**config.mk**
```make
export PLATFORM = sky130hd
export DESIGN_NAME = setpoint_cmd_arbiter
export DESIGN_NICKNAME = d
export VERILOG_FILES = /design/src/rtl/setpoint_cmd_arbiter.sv
export SDC_FILE = /design/constraint.sdc
export NUM_CORES = 1
export LEC_CHECK = 0
export CORE_MARGIN = 3
export CORE_UTILIZATION = 50
export CTS_BUF_LIST = sky130_fd_sc_hd__clkbuf_8
export DETAILED_ROUTE_END_ITERATION = 6
export PLACE_DENSITY = 0.66
export SYNTH_ARGS = -nofsm -noshare
export SYNTH_HDL_FRONTEND = slang
export SYNTH_SLANG_ARGS = --single-unit
```
**constraint.sdc**
```tcl
create_clock -name clk -period 2.65 [get_ports clk]
set_input_delay 0.3975 -clock clk [delete_from_list [all_inputs] [get_ports clk]]
set_output_delay 0.3975 -clock clk [all_outputs]
set_load 0.05 [all_outputs]
```
**src/rtl/setpoint_cmd_arbiter.sv**
```systemverilog
// Debounces front-panel up/down buttons with hold-to-repeat and arbitrates them against a
// host valid/ready port, issuing spaced single-cycle inc/dec strobes to the setpoint counter.
module setpoint_cmd_arbiter #(
  parameter int CNT_W        = 20,
  parameter int DEB_CYCLES   = 50000,
  parameter int REPEAT_DELAY = 25000000,
  parameter int REPEAT_RATE  = 5000000,
  parameter int GAP_CYCLES   = 4
) (
  input  logic clk,
  input  logic reset_n,
  input  logic enable,
  input  logic btn_up,
  input  logic btn_dn,
  input  logic host_valid,
  input  logic host_dir,
  output logic host_ready,
  output logic inc_pulse,
  output logic dec_pulse,
  output logic src_host,
  output logic busy
);

  // The repeat counter widens itself when CNT_W cannot reach the repeat delay.
  localparam int RPT_MAX = (REPEAT_DELAY > REPEAT_RATE) ? REPEAT_DELAY : REPEAT_RATE;
  localparam int RPT_W   = ($clog2(RPT_MAX + 1) > CNT_W) ? $clog2(RPT_MAX + 1) : CNT_W;

  localparam logic [CNT_W-1:0] DEB_LAST  = CNT_W'(DEB_CYCLES - 1);
  localparam logic [CNT_W-1:0] GAP_LOAD  = CNT_W'(GAP_CYCLES);
  localparam logic [RPT_W-1:0] DLY_LAST  = RPT_W'(REPEAT_DELAY - 1);
  localparam logic [RPT_W-1:0] RATE_LAST = RPT_W'(REPEAT_RATE - 1);

  localparam logic [1:0] S_IDLE   = 2'd0;
  localparam logic [1:0] S_FIRST  = 2'd1;
  localparam logic [1:0] S_HOLD   = 2'd2;
  localparam logic [1:0] S_REPEAT = 2'd3;

  logic [1:0]       up_sync, dn_sync;
  logic [1:0]       raw_s, deb_lvl, flip, rise;
  logic [CNT_W-1:0] deb_cnt [2];
  logic [1:0]       state;
  logic             dir;
  logic [RPT_W-1:0] rpt_cnt;
  logic             held, both_hi, abort, post;
  logic             pend_vld, pend_dir;
  logic [CNT_W-1:0] gap;
  logic             run, can_issue, btn_fire, host_fire;

  assign raw_s = {dn_sync[1], up_sync[1]};

  always_ff @(posedge clk or negedge reset_n) begin
    if (!reset_n) begin
      up_sync <= '0;
      dn_sync <= '0;
    end else begin
      up_sync <= {up_sync[0], btn_up};
      dn_sync <= {dn_sync[0], btn_dn};
    end
  end

  // Bit 0 is the up button, bit 1 the down button throughout.
  always_comb begin
    for (int i = 0; i < 2; i++) begin
      flip[i] = (raw_s[i] != deb_lvl[i]) && (deb_cnt[i] == DEB_LAST);
    end
    rise = flip & raw_s;
  end

  always_ff @(posedge clk or negedge reset_n) begin
    if (!reset_n) begin
      deb_lvl <= '0;
      for (int i = 0; i < 2; i++) deb_cnt[i] <= '0;
    end else begin
      for (int i = 0; i < 2; i++) begin
        if (raw_s[i] == deb_lvl[i]) begin
          deb_cnt[i] <= '0;
        end else if (flip[i]) begin
          deb_lvl[i] <= raw_s[i];
          deb_cnt[i] <= '0;
        end else begin
          deb_cnt[i] <= deb_cnt[i] + 1'b1;
        end
      end
    end
  end

  assign both_hi = &deb_lvl;

  always_comb begin
    held  = dir ? deb_lvl[0] : deb_lvl[1];
    abort = !enable || both_hi || (state != S_IDLE && !held);
    post  = 1'b0;
    case (state)
      S_FIRST:  post = 1'b1;
      S_HOLD:   post = (rpt_cnt == DLY_LAST);
      S_REPEAT: post = (rpt_cnt == RATE_LAST);
      default:  post = 1'b0;
    endcase
    if (abort) post = 1'b0;
  end

  always_ff @(posedge clk or negedge reset_n) begin
    if (!reset_n) begin
      state   <= S_IDLE;
      dir     <= 1'b0;
      rpt_cnt <= '0;
    end else if (abort) begin
      state   <= S_IDLE;
      rpt_cnt <= '0;
    end else begin
      case (state)
        S_IDLE: begin
          // A rise on both buttons at once is not a valid press.
          if (rise == 2'b01 || rise == 2'b10) begin
            state   <= S_FIRST;
            dir     <= rise[0];
            rpt_cnt <= '0;
          end
        end
        S_FIRST: begin
          state   <= S_HOLD;
          rpt_cnt <= '0;
        end
        S_HOLD: begin
          if (rpt_cnt == DLY_LAST) begin
            state   <= S_REPEAT;
            rpt_cnt <= '0;
          end else begin
            rpt_cnt <= rpt_cnt + 1'b1;
          end
        end
        default: begin
          if (rpt_cnt == RATE_LAST) rpt_cnt <= '0;
          else                      rpt_cnt <= rpt_cnt + 1'b1;
        end
      endcase
    end
  end

  // run keeps host_ready low while reset is asserted and for the first cycle after it.
  assign can_issue  = run && enable && (gap == '0);
  assign btn_fire   = can_issue && pend_vld && !both_hi;
  assign host_ready = can_issue && !pend_vld;
  assign host_fire  = host_valid && host_ready;
  assign busy       = (gap != '0) || pend_vld;

  always_ff @(posedge clk or negedge reset_n) begin
    if (!reset_n) begin
      run       <= 1'b0;
      pend_vld  <= 1'b0;
      pend_dir  <= 1'b0;
      gap       <= '0;
      inc_pulse <= 1'b0;
      dec_pulse <= 1'b0;
      src_host  <= 1'b0;
    end else begin
      run <= 1'b1;
      // A fresh button request overwrites one that has not been issued yet.
      if (!enable || both_hi) begin
        pend_vld <= 1'b0;
      end else if (post) begin
        pend_vld <= 1'b1;
        pend_dir <= dir;
      end else if (btn_fire) begin
        pend_vld <= 1'b0;
      end
      inc_pulse <= (btn_fire && pend_dir) || (host_fire && host_dir);
      dec_pulse <= (btn_fire && !pend_dir) || (host_fire && !host_dir);
      if (btn_fire || host_fire) begin
        src_host <= host_fire;
        gap      <= GAP_LOAD;
      end else if (gap != '0) begin
        gap <= gap - 1'b1;
      end
    end
  end

endmodule

```
# ---- Word level (Yosys, flattened, before mapping)
# Index checks and enable logic that the tools add are counted.
# W data, S select, Z words.
dict set report totals {
  register_bits 100
  latch_bits 0
  mem_bits_rw 0
  rom_bits 0
  output_inout_bits 5
  elab_cells 100
  n_memories 0
}
dict set report classes {
  n_addsub 4
  mul 0
  div_mod_pow 0
  n_lt_le_gt_ge 0
  eq_ne 15
  n_shift 0
  muxes 21
  bitwise_logic 5
  reduce_logical 39
}
# operator count
set ops {}
lappend ops {{$mux W20} 6}
lappend ops {{$mux W25} 4}
lappend ops {{$pmux W25 S3} 1}
lappend ops {{$add A20 B1 Y20 const B} 2}
lappend ops {{$eq A20 B16 Y1 const B} 2}
lappend ops {{$add A25 B1 Y25 const B} 1}
lappend ops {{$eq A25 B23 Y1 const B} 1}
lappend ops {{$eq A25 B25 Y1 const B} 1}
lappend ops {{$logic_not A20 Y1} 1}
lappend ops {{$reduce_bool A20 Y1} 1}
lappend ops {{$sub A20 B1 Y20 const B} 1}
lappend ops {{$logic_and A1 B1 Y1} 13}
lappend ops {{$reduce_and A2 Y1} 4}
lappend ops {{$logic_or A1 B1 Y1} 7}
lappend ops {{$eq A2 B2 Y1 const B} 3}
lappend ops {{$logic_not A1 Y1} 6}
lappend ops {{$mux W2} 3}
lappend ops {{$ne A3 B3 Y1 const B} 2}
lappend ops {{$pmux W2 S3} 1}
lappend ops {{$reduce_and A3 Y1} 2}
lappend ops {{$mux W1} 5}
lappend ops {{$eq A2 B1 Y1 const B} 2}
lappend ops {{$not A1 Y1} 4}
lappend ops {{$reduce_bool A2 Y1} 2}
lappend ops {{other kinds (7)} 9}

# ---- Depth between registers and ports, before layout
dict set report depth {
  word_depth 8
  ltp_mapped 9
  mapped_depth_nobuf 8
}

# ---- Worst setup path before layout
# OpenSTA, ideal clock, no wires.
dict set report synth_timing {
  path_type {reg-to-output}
  start {reg gap[0]}
  end {out host_ready}
  t_arrival_ps 2587
  slack_ps -334
  stages_incl_launch_ff 9
  cell_sequence {dfrtp_1 inv_1 ha_1 or4b_1 or3_4 nor3_2 buf_4 nand3_4 nor2_1}
}
dict set report synth_via {
  elab_chain_len 3
}
# element line
set synth_rtl {}
lappend synth_rtl {{start: declaration} 46} ;# logic [CNT_W-1:0] gap;
lappend synth_rtl {{start signal: assignment} 173} ;# gap <= gap - 1'b1;
lappend synth_rtl {{$logic_not A20 Y1} 141} ;# assign can_issue = run && enable && (gap == '0);
lappend synth_rtl {{$logic_and A1 B1 Y1} 141}
lappend synth_rtl {{$logic_and A1 B1 Y1} 143} ;# assign host_ready = can_issue && !pend_vld;
lappend synth_rtl {{end: declaration} 17} ;# output logic host_ready,
# No other way between the ends.

# ---- Final worst setup path
dict set report layout_timing {
  start {reg gap[0]}
  end {out busy}
}
dict set report layout_via {
  elab_chain_len 2
}
# element line
set layout_rtl {}
lappend layout_rtl {{$reduce_bool A20 Y1} 145} ;# assign busy = (gap != '0) || pend_vld;
lappend layout_rtl {{$logic_or A1 B1 Y1} 145}
lappend layout_rtl {{end: declaration} 21} ;# output logic busy
# No other way between the ends.

==> results.sh <==
export IMPL_outcome="finished, violations left"
export IMPL_violations="negative setup slack"
export IMPL_end_kind="primary output"
export IMPL_worstHoldPathType="in -> async"
export IMPL_postSynthAreaPerCell_um2=9.72
export IMPL_grt_pass1_vias=3886
export IMPL_nets=585
export IMPL_power_internal_uw=2600
export IMPL_cts_tree="done"
export IMPL_tightestPinTransition_ps=657
export IMPL_place_ws_ps=49.4
export IMPL_ys_flop_type="dfrtp_1"
export IMPL_vdd_drop_max_mv=0.383
export IMPL_comb_power_share_pct=23.7
export IMPL_die_area_um2=11600
export IMPL_p_clk_share_pct=26.7
export IMPL_critPathKind="reg -> out"
export IMPL_grt_max_degree=53
export IMPL_grtUsageMet2_pct=31.7
export IMPL_period_share_pct=111
export IMPL_max_freq_ghz=0.340
export IMPL_io_pins=12
export IMPL_netlist_instances=531
export IMPL_hold_violations=0
export IMPL_setup_ws_ps=-289
export IMPL_dp_cells=679
export IMPL_place_gp_congestion=0.834
export IMPL_coreArea_um2=9910
export IMPL_num_vias=4005
export IMPL_fin_util_pct=59.6
export IMPL_synth_distinct_cells=55
export IMPL_yosys_warnings=0
export IMPL_fin_crit_ps=2940
export IMPL_synth_area_um2=5160
export IMPL_antenna_cells=0
export IMPL_power_uw=3800
export IMPL_drt_first_iter_violations=261
export IMPL_ant_nets=0
export IMPL_via_per_inst=5.66
export IMPL_drive_above_1_share_pct=13.4
export IMPL_die_w_um=108
export IMPL_synthArstFlopShare_pct=100
export IMPL_netSwitchingPower_uw=1200
export IMPL_start_kind="flop"
export IMPL_num_rows=36
export IMPL_multi_input_area_um2=2610
export IMPL_sequentialPowerShare_pct=49.6
export IMPL_ys_seq_elements=100
export IMPL_initial_core_util_pct=52.1
export IMPL_finClkSkew_ps=13.8
export IMPL_path_clk_slew_ps=100
export IMPL_chipHeight_um=108
export IMPL_hold_ws_ps=39.7
export IMPL_cap_violations=0
export IMPL_cp_arrival_ps=2540
export IMPL_grt_pass1_wl_um=18100
export IMPL_critPathMaxFanout=4
export IMPL_dr_pass1_iters=4
export IMPL_synth_edff_count=0
export IMPL_drv_slew=0
export IMPL_syn_nets=547
export IMPL_cp_data_required_time_ps=2250
export IMPL_cts_root_buf="clkbuf_8"
export IMPL_slew_headroom_pct=56.2
export IMPL_busiest_layer="met2"
export IMPL_register_area_um2=2500
export IMPL_htree_num_levels=3
export IMPL_place_port_buffers=11
export IMPL_area_growth_pct=14.5
export IMPL_drc=0
export IMPL_fill_cells=865
export IMPL_clockBufferDepth=2
export IMPL_dpl_hpwl_um=7080
export IMPL_cts_buffers=9
export IMPL_grtUsageMet1_pct=25.2
export IMPL_clkLatencyLatePin_ps=380
export IMPL_wl_per_cell_um=14.8
export IMPL_met3_usage_pct=5.04
export IMPL_clock_sinks=100
export IMPL_rsz0062_at_grt="yes"
export IMPL_setup_viol=2
export IMPL_wl_um=10500
export IMPL_grt_total_usage_pct=19.4
export IMPL_leakage_uw=0.00269
export IMPL_overflow=0
export IMPL_final_cell_count_no_fill=707
export IMPL_p_sw_share_pct=31.6
export IMPL_antenna_found_initial=0
export IMPL_seq_area_frac_synth_pct=48.5
export IMPL_power_density_nw_per_um2=644
==> final timing paths <==
| path | end | startpoint | slack (ps) | depth (start not counted) |
|---|---|---|---|---|
| worst max-delay path | busy | gap[0]$_DFFE_PN0P_ | -290 | 9 |
| worst min-delay path | deb_cnt[22]$_DFF_PN0_ | reset_n | 40 | 1 |
| worst max register to register | gap[11]$_DFFE_PN0P_ | gap[0]$_DFFE_PN0P_ | 70 | 11 |
| worst min register to register | up_sync[1]$_DFF_PN0_ | up_sync[0]$_DFF_PN0_ | 360 | 0 |
| max in group asynchronous | gap[15]$_DFFE_PN0P_ | reset_n | 1920 | 2 |
| min in group clk | up_sync[1]$_DFF_PN0_ | up_sync[0]$_DFF_PN0_ | 360 | 0 |
==> area by class of cell <==
type | instances | share of cell area [%]
sequential | 100 | 42.3
inverter | 9 | 0.572
tap | 133 | 2.82
multi-input combinational | 406 | 44.2
clock inverter | 6 | 1.16
timing repair buffer | 43 | 6.56
clock buffer | 10 | 2.33
==> power groups by stage <==
stage | Clock [uW] | Combinational (uW) | Sequential, uW
after detailed placement | 0 | 807 | 1900
after global placement | 0 | 776 | 1890
after global routing | 1110 | 1010 | 1920
after floorplan | 0 | 542 | 1890
final | 1010 | 902 | 1890
after CTS | 1050 | 853 | 1880
==> synthesized netlist by cell type (5+ instances only) <==
master	n	area share [%]
and4_1	9	1.5
or2_2	6	0.73
nand2_1	45	3.3
nor3_1	9	0.87
xor2_1	27	4.6
and3_1	14	1.7
ha_1	9	2.2
clkbuf_1	12	0.87
nand3_1	23	2.2
nand4_1	15	1.8
or3_1	5	0.61
o21ai_0	22	2.1
nor4_1	11	1.3
nand2b_1	5	0.61
nor2b_1	8	0.97
nor2_1	79	5.7
a22o_1	17	2.9
dfrtp_1	100	48
inv_1	9	0.65
xnor2_1	23	3.9
a21o_1	18	2.6
or4_1	5	0.73
a21oi_1	7	0.68
==> critical path: stages, from the launching register on <==
cell and delay, ps:
dfrtp_1 390, inv_1 70, ha_2 180, or4b_4 480, or3_4 370, nor3_4 220
buf_6 140, buf_4 120, nand2b_4 50, buf_6 140
==> per-layer routing <==
layer | up-vias | share of wire, %
met1 | 1972 | 47
met2 | 55 | 48
li1 | 1963 | -
met3 | 15 | 3.9
met5 | - | 0
met4 | 0 | 1.7
==> cells by family (layout without fill, tap and decap cells) <==
| kind of cell | count (synthesis) | count (layout) | synth area share, % |
|---|---|---|---|
| flops | 100 | 100 | 48.5 |
| xor+xnor | 50 | 50 | 8.48 |
| buf+inv | 25 | 68 | 2.01 |
| mux | 2 | 2 | 0.436 |
| compound gates | 87 | 87 | 11.8 |
| other cells | 1 | 1 | 0.0727 |
| fa+ha+maj | 9 | 9 | 2.18 |
| simple gates | 257 | 257 | 26.5 |
==> through the flow <==
stage          TNS [ps]  cell area, um^2
6_report           -575             5910
5_1_grt            -735             5910
4_1_cts            -438             5850
3_5_place_dp          0             5560
3_3_place_gp          0             5560
2_1_floorplan         0             5170
==> placed cells by master, fill, tap and decap left out, types with 3 or more instances in the layout <==
cell type	instances
buf_4	30
xor2_1	27
nor4_2	3
inv_6	3
nand2_1	45
or4_4	3
a21o_1	18
clkbuf_8	10
nor4b_1	3
o211ai_1	4
and4_1	9
xnor2_1	23
nand3_1	23
nand2b_1	4
nor3_1	8
dfrtp_1	100
o22ai_1	3
a21oi_1	7
buf_12	3
nor2b_1	8
nand4_1	15
or3_1	5
nor4bb_1	4
or4_1	4
inv_1	9
a22o_1	17
nor2_1	78
o21ai_0	21
and3_1	14
or2_2	6
ha_1	8
nor4_1	10
clkdlybuf4s50_1	8
==> flip-flops by register name, indices dropped and copies added, names as in the netlist, 2 cells and up <==
signal   count
dn_sync      2
rpt_cnt     25
deb_cnt     40
deb_lvl      2
state        2
up_sync      2
gap         20
==> what timing repair did <==
action,4_1_cts,5_1_grt
hold buffers,0,0
pin swaps,6,4
endpoints found under the setup margin,2,15
setup buffers,8,4
resized for setup,5,6
Power figures use the tool's default switching activity.
